===== src/rtl/way_probe_ctrl.sv =====
// way_probe_ctrl
// Runs one set-associative tag lookup per request. The way predictor's guess
// is probed first, then the remaining ways are probed in ascending order
// (skipping the guessed way) through a single-way tag-array read port.
// A hit found after the first probe trains the predictor. Saturating
// counters track completed lookups and first-probe hits.
//
// Ports:
//   clk, rst_n                 clock, asynchronous active-low reset
//   req_valid/ready/index/tag  lookup request (ready only in IDLE)
//   pred_index, pred_way       predictor read (pred_way is combinational)
//   pred_update_en/actual_way  predictor write strobe and trained way
//   tag_rd_en/index/way        tag-array read request
//   tag_rd_tag, tag_rd_vld     tag-array read data, one cycle after tag_rd_en
//   resp_*                     lookup result, held until resp_ready
//   stat_clr                   synchronous clear of the statistics counters
//   stat_lookups/pred_hits     saturating statistics counters
module way_probe_ctrl #(
  parameter int NUM_SETS   = 64,
  parameter int NUM_WAYS   = 4,
  parameter int TAG_BITS   = 20,
  parameter int INDEX_BITS = $clog2(NUM_SETS),
  parameter int WAY_BITS   = $clog2(NUM_WAYS),
  parameter int CNT_BITS   = 16
) (
  input  logic                  clk,
  input  logic                  rst_n,
  input  logic                  req_valid,
  output logic                  req_ready,
  input  logic [INDEX_BITS-1:0] req_index,
  input  logic [TAG_BITS-1:0]   req_tag,
  output logic [INDEX_BITS-1:0] pred_index,
  input  logic [WAY_BITS-1:0]   pred_way,
  output logic                  pred_update_en,
  output logic [WAY_BITS-1:0]   pred_actual_way,
  output logic                  tag_rd_en,
  output logic [INDEX_BITS-1:0] tag_rd_index,
  output logic [WAY_BITS-1:0]   tag_rd_way,
  input  logic [TAG_BITS-1:0]   tag_rd_tag,
  input  logic                  tag_rd_vld,
  output logic                  resp_valid,
  input  logic                  resp_ready,
  output logic                  resp_hit,
  output logic [WAY_BITS-1:0]   resp_way,
  output logic                  resp_pred_hit,
  output logic [WAY_BITS:0]     resp_probes,
  input  logic                  stat_clr,
  output logic [CNT_BITS-1:0]   stat_lookups,
  output logic [CNT_BITS-1:0]   stat_pred_hits
);

  typedef enum logic [1:0] {IDLE, PROBE, CHECK, RESP} state_t;

  localparam logic [WAY_BITS:0]   MAX_PROBES = (WAY_BITS+1)'(NUM_WAYS);
  localparam logic [WAY_BITS:0]   ONE_PROBE  = (WAY_BITS+1)'(1);
  localparam logic [CNT_BITS-1:0] CNT_MAX    = '1;

  state_t                state_q, state_nxt;
  logic [INDEX_BITS-1:0] index_q;
  logic [TAG_BITS-1:0]   tag_q;
  logic [WAY_BITS-1:0]   first_way_q;
  logic [WAY_BITS-1:0]   cur_way_q;
  logic [WAY_BITS:0]     probes_q;
  logic                  hit_q;
  logic [WAY_BITS-1:0]   way_q;
  logic                  pred_hit_q;
  logic [CNT_BITS-1:0]   lookups_q;
  logic [CNT_BITS-1:0]   pred_hits_q;
  logic                  match;
  logic [WAY_BITS-1:0]   way_step;
  logic                  handshake;

  assign match     = tag_rd_vld && (tag_rd_tag == tag_q);
  assign handshake = (state_q == RESP) && resp_ready;

  // Next way in probe order: after the predicted way restart at 0, then
  // climb, hopping over the predicted way. The walk ends after NUM_WAYS
  // probes, so the wrap past the top way is never used.
  always_comb begin
    way_step = (cur_way_q == first_way_q) ? '0 : cur_way_q + WAY_BITS'(1);
    if (way_step == first_way_q) begin
      way_step = way_step + WAY_BITS'(1);
    end
  end

  always_comb begin
    state_nxt      = state_q;
    req_ready      = 1'b0;
    tag_rd_en      = 1'b0;
    pred_update_en = 1'b0;
    case (state_q)
      IDLE: begin
        req_ready = 1'b1;
        if (req_valid) state_nxt = PROBE;
      end
      PROBE: begin
        tag_rd_en = 1'b1;
        state_nxt = CHECK;
      end
      CHECK: begin
        if (match) begin
          // Only a hit the predictor missed needs training.
          pred_update_en = (probes_q != ONE_PROBE);
          state_nxt      = RESP;
        end else if (probes_q == MAX_PROBES) begin
          state_nxt = RESP;
        end else begin
          state_nxt = PROBE;
        end
      end
      RESP: begin
        if (resp_ready) state_nxt = IDLE;
      end
      default: state_nxt = IDLE;
    endcase
  end

  always_ff @(posedge clk or negedge rst_n) begin
    if (!rst_n) begin
      state_q     <= IDLE;
      index_q     <= '0;
      tag_q       <= '0;
      first_way_q <= '0;
      cur_way_q   <= '0;
      probes_q    <= '0;
      hit_q       <= 1'b0;
      way_q       <= '0;
      pred_hit_q  <= 1'b0;
    end else begin
      state_q <= state_nxt;
      case (state_q)
        IDLE: begin
          if (req_valid) begin
            index_q     <= req_index;
            tag_q       <= req_tag;
            first_way_q <= pred_way;
            cur_way_q   <= pred_way;
            probes_q    <= '0;
            hit_q       <= 1'b0;
            way_q       <= '0;
            pred_hit_q  <= 1'b0;
          end
        end
        PROBE: probes_q <= probes_q + ONE_PROBE;
        CHECK: begin
          if (match) begin
            hit_q      <= 1'b1;
            way_q      <= cur_way_q;
            pred_hit_q <= (probes_q == ONE_PROBE);
          end else if (probes_q != MAX_PROBES) begin
            cur_way_q <= way_step;
          end
        end
        default: ;
      endcase
    end
  end

  // Clear has priority over a coincident response handshake.
  always_ff @(posedge clk or negedge rst_n) begin
    if (!rst_n) begin
      lookups_q   <= '0;
      pred_hits_q <= '0;
    end else if (stat_clr) begin
      lookups_q   <= '0;
      pred_hits_q <= '0;
    end else if (handshake) begin
      if (lookups_q != CNT_MAX) lookups_q <= lookups_q + CNT_BITS'(1);
      if (pred_hit_q && (pred_hits_q != CNT_MAX)) begin
        pred_hits_q <= pred_hits_q + CNT_BITS'(1);
      end
    end
  end

  assign pred_index      = (state_q == IDLE) ? req_index : index_q;
  assign pred_actual_way = cur_way_q;
  assign tag_rd_index    = index_q;
  assign tag_rd_way      = cur_way_q;
  assign resp_valid      = (state_q == RESP);
  assign resp_hit        = hit_q;
  assign resp_way        = way_q;
  assign resp_pred_hit   = pred_hit_q;
  assign resp_probes     = probes_q;
  assign stat_lookups    = lookups_q;
  assign stat_pred_hits  = pred_hits_q;

endmodule

===== config.mk =====
export PLATFORM = sky130hd
export DESIGN_NAME = way_probe_ctrl
export DESIGN_NICKNAME = d
export VERILOG_FILES = /design/src/rtl/way_probe_ctrl.sv
export SDC_FILE = /design/constraint.sdc
export NUM_CORES = 1
export LEC_CHECK = 0
export CAP_MARGIN = 20
export CELL_PAD_IN_SITES_DETAIL_PLACEMENT = 1
export CELL_PAD_IN_SITES_GLOBAL_PLACEMENT = 2
export CORE_MARGIN = 2
export CORE_UTILIZATION = 25
export DETAILED_ROUTE_END_ITERATION = 8
export PLACE_DENSITY = 0.75
export RECOVER_POWER = 25
export SYNTH_ARGS = -nofsm -noshare
export SYNTH_HDL_FRONTEND = slang
export SYNTH_SLANG_ARGS = --single-unit
export TNS_END_PERCENT = 10

===== constraint.sdc =====
create_clock -name clk -period 1.74 [get_ports clk]
set_clock_uncertainty 0.15 [all_clocks]
set_input_delay 0.348 -clock clk [delete_from_list [all_inputs] [get_ports clk]]
set_output_delay 0.348 -clock clk [all_outputs]
set_load 0.05 [all_outputs]

==> results.yml <==
global_route:
  gr-usage-all-layers: 0.170
  grt.overflow.total: 0
  antenna_found_initial: 0
  grt_max_degree: 72
  grt_pass1_vias: 4432
  grt_pass1_wl_mm: 22.0
synth:
  synth_warnings: 0
  synthCells: 420
  synthArstFlopShare: 1.00
  synth_nets: 479
  synth_ff_type: "dfrtp_1"
  seq_area_frac_synth: 0.460
  synth-seq-cells: 71
  yosysUniqueCellTypes: 50
  synth_edf_count: 0
  avgSynthCellArea_sq_um: 9.19
  syn_area_sq_um: 3860
placement:
  portBuffers: 112
  gp_congestion: 0.815
  dp_cells: 802
  dp_hpwl_mm: 9.75
sta:
  final_max_slew_viol_count: 0
  max-slew-margin-rel: 0.530
  rsz0062_at_grt: "yes"
  finalWorstSetupSlack_ps: -787
  period_minus_slack_ps: 2530
  finalSetupViolations: 30
  final-hold-violation-count: 0
  worst_pin_slew_ps: 705
  whs_ps: 346
  max_freq_mhz: 396
  min_period_over_period: 1.45
detailed_routing:
  routed_via_density: 4.63
  dr.pass1.iters: 4
  drtAntennaViolNets: 0
  drt_iter0_drc: 132
  num_vias: 3810
  drt_wl_total_mm: 13.2
  drc: 0
  wire_per_inst_microns: 16.0
finish:
  utilization: 0.473
  final_cells: 823
  n_fill_cell: 1664
  multi_input_comb_area_sq_um: 2210
  antenna_cells: 0
  area_growth_pct: 85.4
  nets: 689
  register_area_sq_um: 1810
  drive_above_1_share: 0.427
pwr:
  ir_drop_mv: 1.16
  p_leak_nw: 3.19
  powerDensity_nw_per_um2: 1270
hold_path:
  min_to: "tag_q[10]"
  hp-class: "reg2reg"
  holdPathStages: 2
  hp-start: "tag_q[10]"
worst_setup_path:
  critical_path.cell_chain: "xor2_2 > nor4_2 > buf_4 > nand4_1 > or2_4 > nor2_4 > buf_12"
  critPathCaptureType: "output port"
  crit_arrival_ps: 2030
  rr_startpoint: "tag_q[5]"
  worst_path_largest_cell_delay_ps: 400
  critical_path_class: "reg2out"
  startpoint_type: "flip-flop"
  reg2reg_setup_slack_ps: -340
  worstPathRequired_ps: 1240
  cp_slowest_cell: "dfrtp_1"
  r2r_end: "pred_actual_way[1]"
  rr_worst_depth: 7
  crit_buf_inv: 2
  critPathTopFamily: "simple AND/OR/NAND/NOR gates"
  crit_fanout: 2
clock_tree:
  tritoncts: "yes"
  clk_pin_slew_ps: 60
  clk_path_buf_depth: 2
  cts.sink_count: 71
  worst_skew_pair.late_latency_ps: 350
  cts_buffers: 9
  root_buffer: "clkbuf_16"
  htree_levels: 3
flow_run:
  maxCapViolCount: 0
floorplan:
  row_count: 45
  chipWidth_microns: 128
  dieArea_sq_um: 16400
  placeableCoreArea_sq_um: 15100
  num_io_pins: 113
  initial_core_util: 0.255
  die_h_microns: 128
status:
  violations: "setup timing"
  outcome: "finished, violations left"
-- Yosys cell counts (3+ instances only) --
master,number,share of area
a21oi_1,9,0.012
a31o_2,4,0.0091
and3_1,6,0.0097
and4_1,5,0.011
buf_2,5,0.0065
buf_4,5,0.0097
clkbuf_1,8,0.0078
dfrtp_1,71,0.46
ha_1,5,0.016
inv_1,9,0.0088
mux2_2,10,0.029
mux2i_1,5,0.013
nand2_1,111,0.11
nand3_1,14,0.018
nand4_1,7,0.011
nor2_1,37,0.036
nor2b_1,7,0.011
nor3_1,8,0.010
nor4_1,6,0.0097
o2111ai_1,3,0.0068
o211ai_1,3,0.0058
o21ai_0,7,0.0091
xnor2_1,12,0.027
xor2_1,29,0.066
-- layer usage --
layer	vias up	share of wire	routed length [microns]	global-route usage
met5	-	0	0	0
met4	0	0.015	202	0.0614
met3	12	0.052	680	0.0426
met2	93	0.52	6800	0.305
met1	1866	0.42	5480	0.195
li1	1839	-	-	-
-- state kept, by name, summed over array words and instances, names as in the netlist --
signal / flops
tag_rd_index: 6
stat_pred_hits: 16
pred_actual_way: 2
stat_lookups: 16
state_q: 2
resp_way: 2
resp_probes: 3
resp_hit: 1
tag_q: 20
resp_pred_hit: 1
first_way_q: 2
-- worst register-to-register path, stage by stage (launching register included) --
cell	delay, ps
dfrtp_1	400
xor2_2	160
nor4_2	310
buf_4	150
nand4_1	110
buf_4	180
o21ai_4	190
mux2_4	310
-- power by group --
part | internal [mW] | leakage (nW) | total (mW) | switching (mW)
registers | 2.05 | 0.887 | 2.45 | 0.402
logic | 2.29 | 2.15 | 4.69 | 2.40
clock network | 1.19 | 0.152 | 1.94 | 0.759
total | 5.52 | 3.19 | 9.08 | 3.56
-- cell families after synthesis --
logic type | synth area share
AO/OA/AOI/OAI | 0.0629
flip-flops | 0.460
XOR/XNOR | 0.0930
AND/OR/NAND/NOR | 0.292
adder cells (fa/ha/maj) | 0.0162
multiplexers | 0.0421
buffers and inverters | 0.0337
-- what timing repair did --
item | CTS | global route
setup buffers | 5 | 3
pin swaps | 12 | 9
resized for setup | 42 | 21
endpoints found under the hold margin | 71 | 0
hold buffers | 1 | 0
cloned | 0 | 0
endpoints found under the setup margin | 68 | 57
-- stage by stage --
stage	total power, mW	setup slack, ps	area (sq um)	TNS, ps
floorplan	4.63	-208	3960	-4430
finish	9.08	-787	7160	-5160
detailed placement	6.81	-905	6560	-15770
global route	9.61	-893	7160	-8410
CTS	9.10	-838	7090	-6030
global placement	6.69	-840	6560	-13530
-- worst max path at each step --
stage / startpoint / cells after the start / endpoint
2_1_floorplan: tag_q[7] / 5 / pred_update_en
3_3_place_gp: tag_rd_tag[7] / 8 / pred_update_en
3_5_place_dp: tag_rd_tag[7] / 8 / pred_update_en
5_1_grt: tag_q[5] / 7 / pred_update_en
6_report: tag_q[5] / 7 / pred_update_en
4_1_cts: tag_rd_tag[3] / 8 / pred_update_en
-- cells in the final DEF, fill, tap and decap left out, drive strengths merged, types with 10 or more instances in the layout --
master,instances
nand3,16
dfrtp,71
xnor2,12
nor2,38
buf,164
clkbuf,12
xor2,29
nand2,111
clkdlybuf4s50,50
mux2,10
nand4,10
-- cell type report --
type / instances / share of cell area
sequential: 71 / 0.253
inverter: 9 / 0.00472
clock buffer: 11 / 0.0353
multi-input combinational: 321 / 0.309
tap: 188 / 0.0329
clock inverter: 5 / 0.00787
timing repair buffer: 218 / 0.357
No activity file was read; power rests on OpenSTA's default activity.
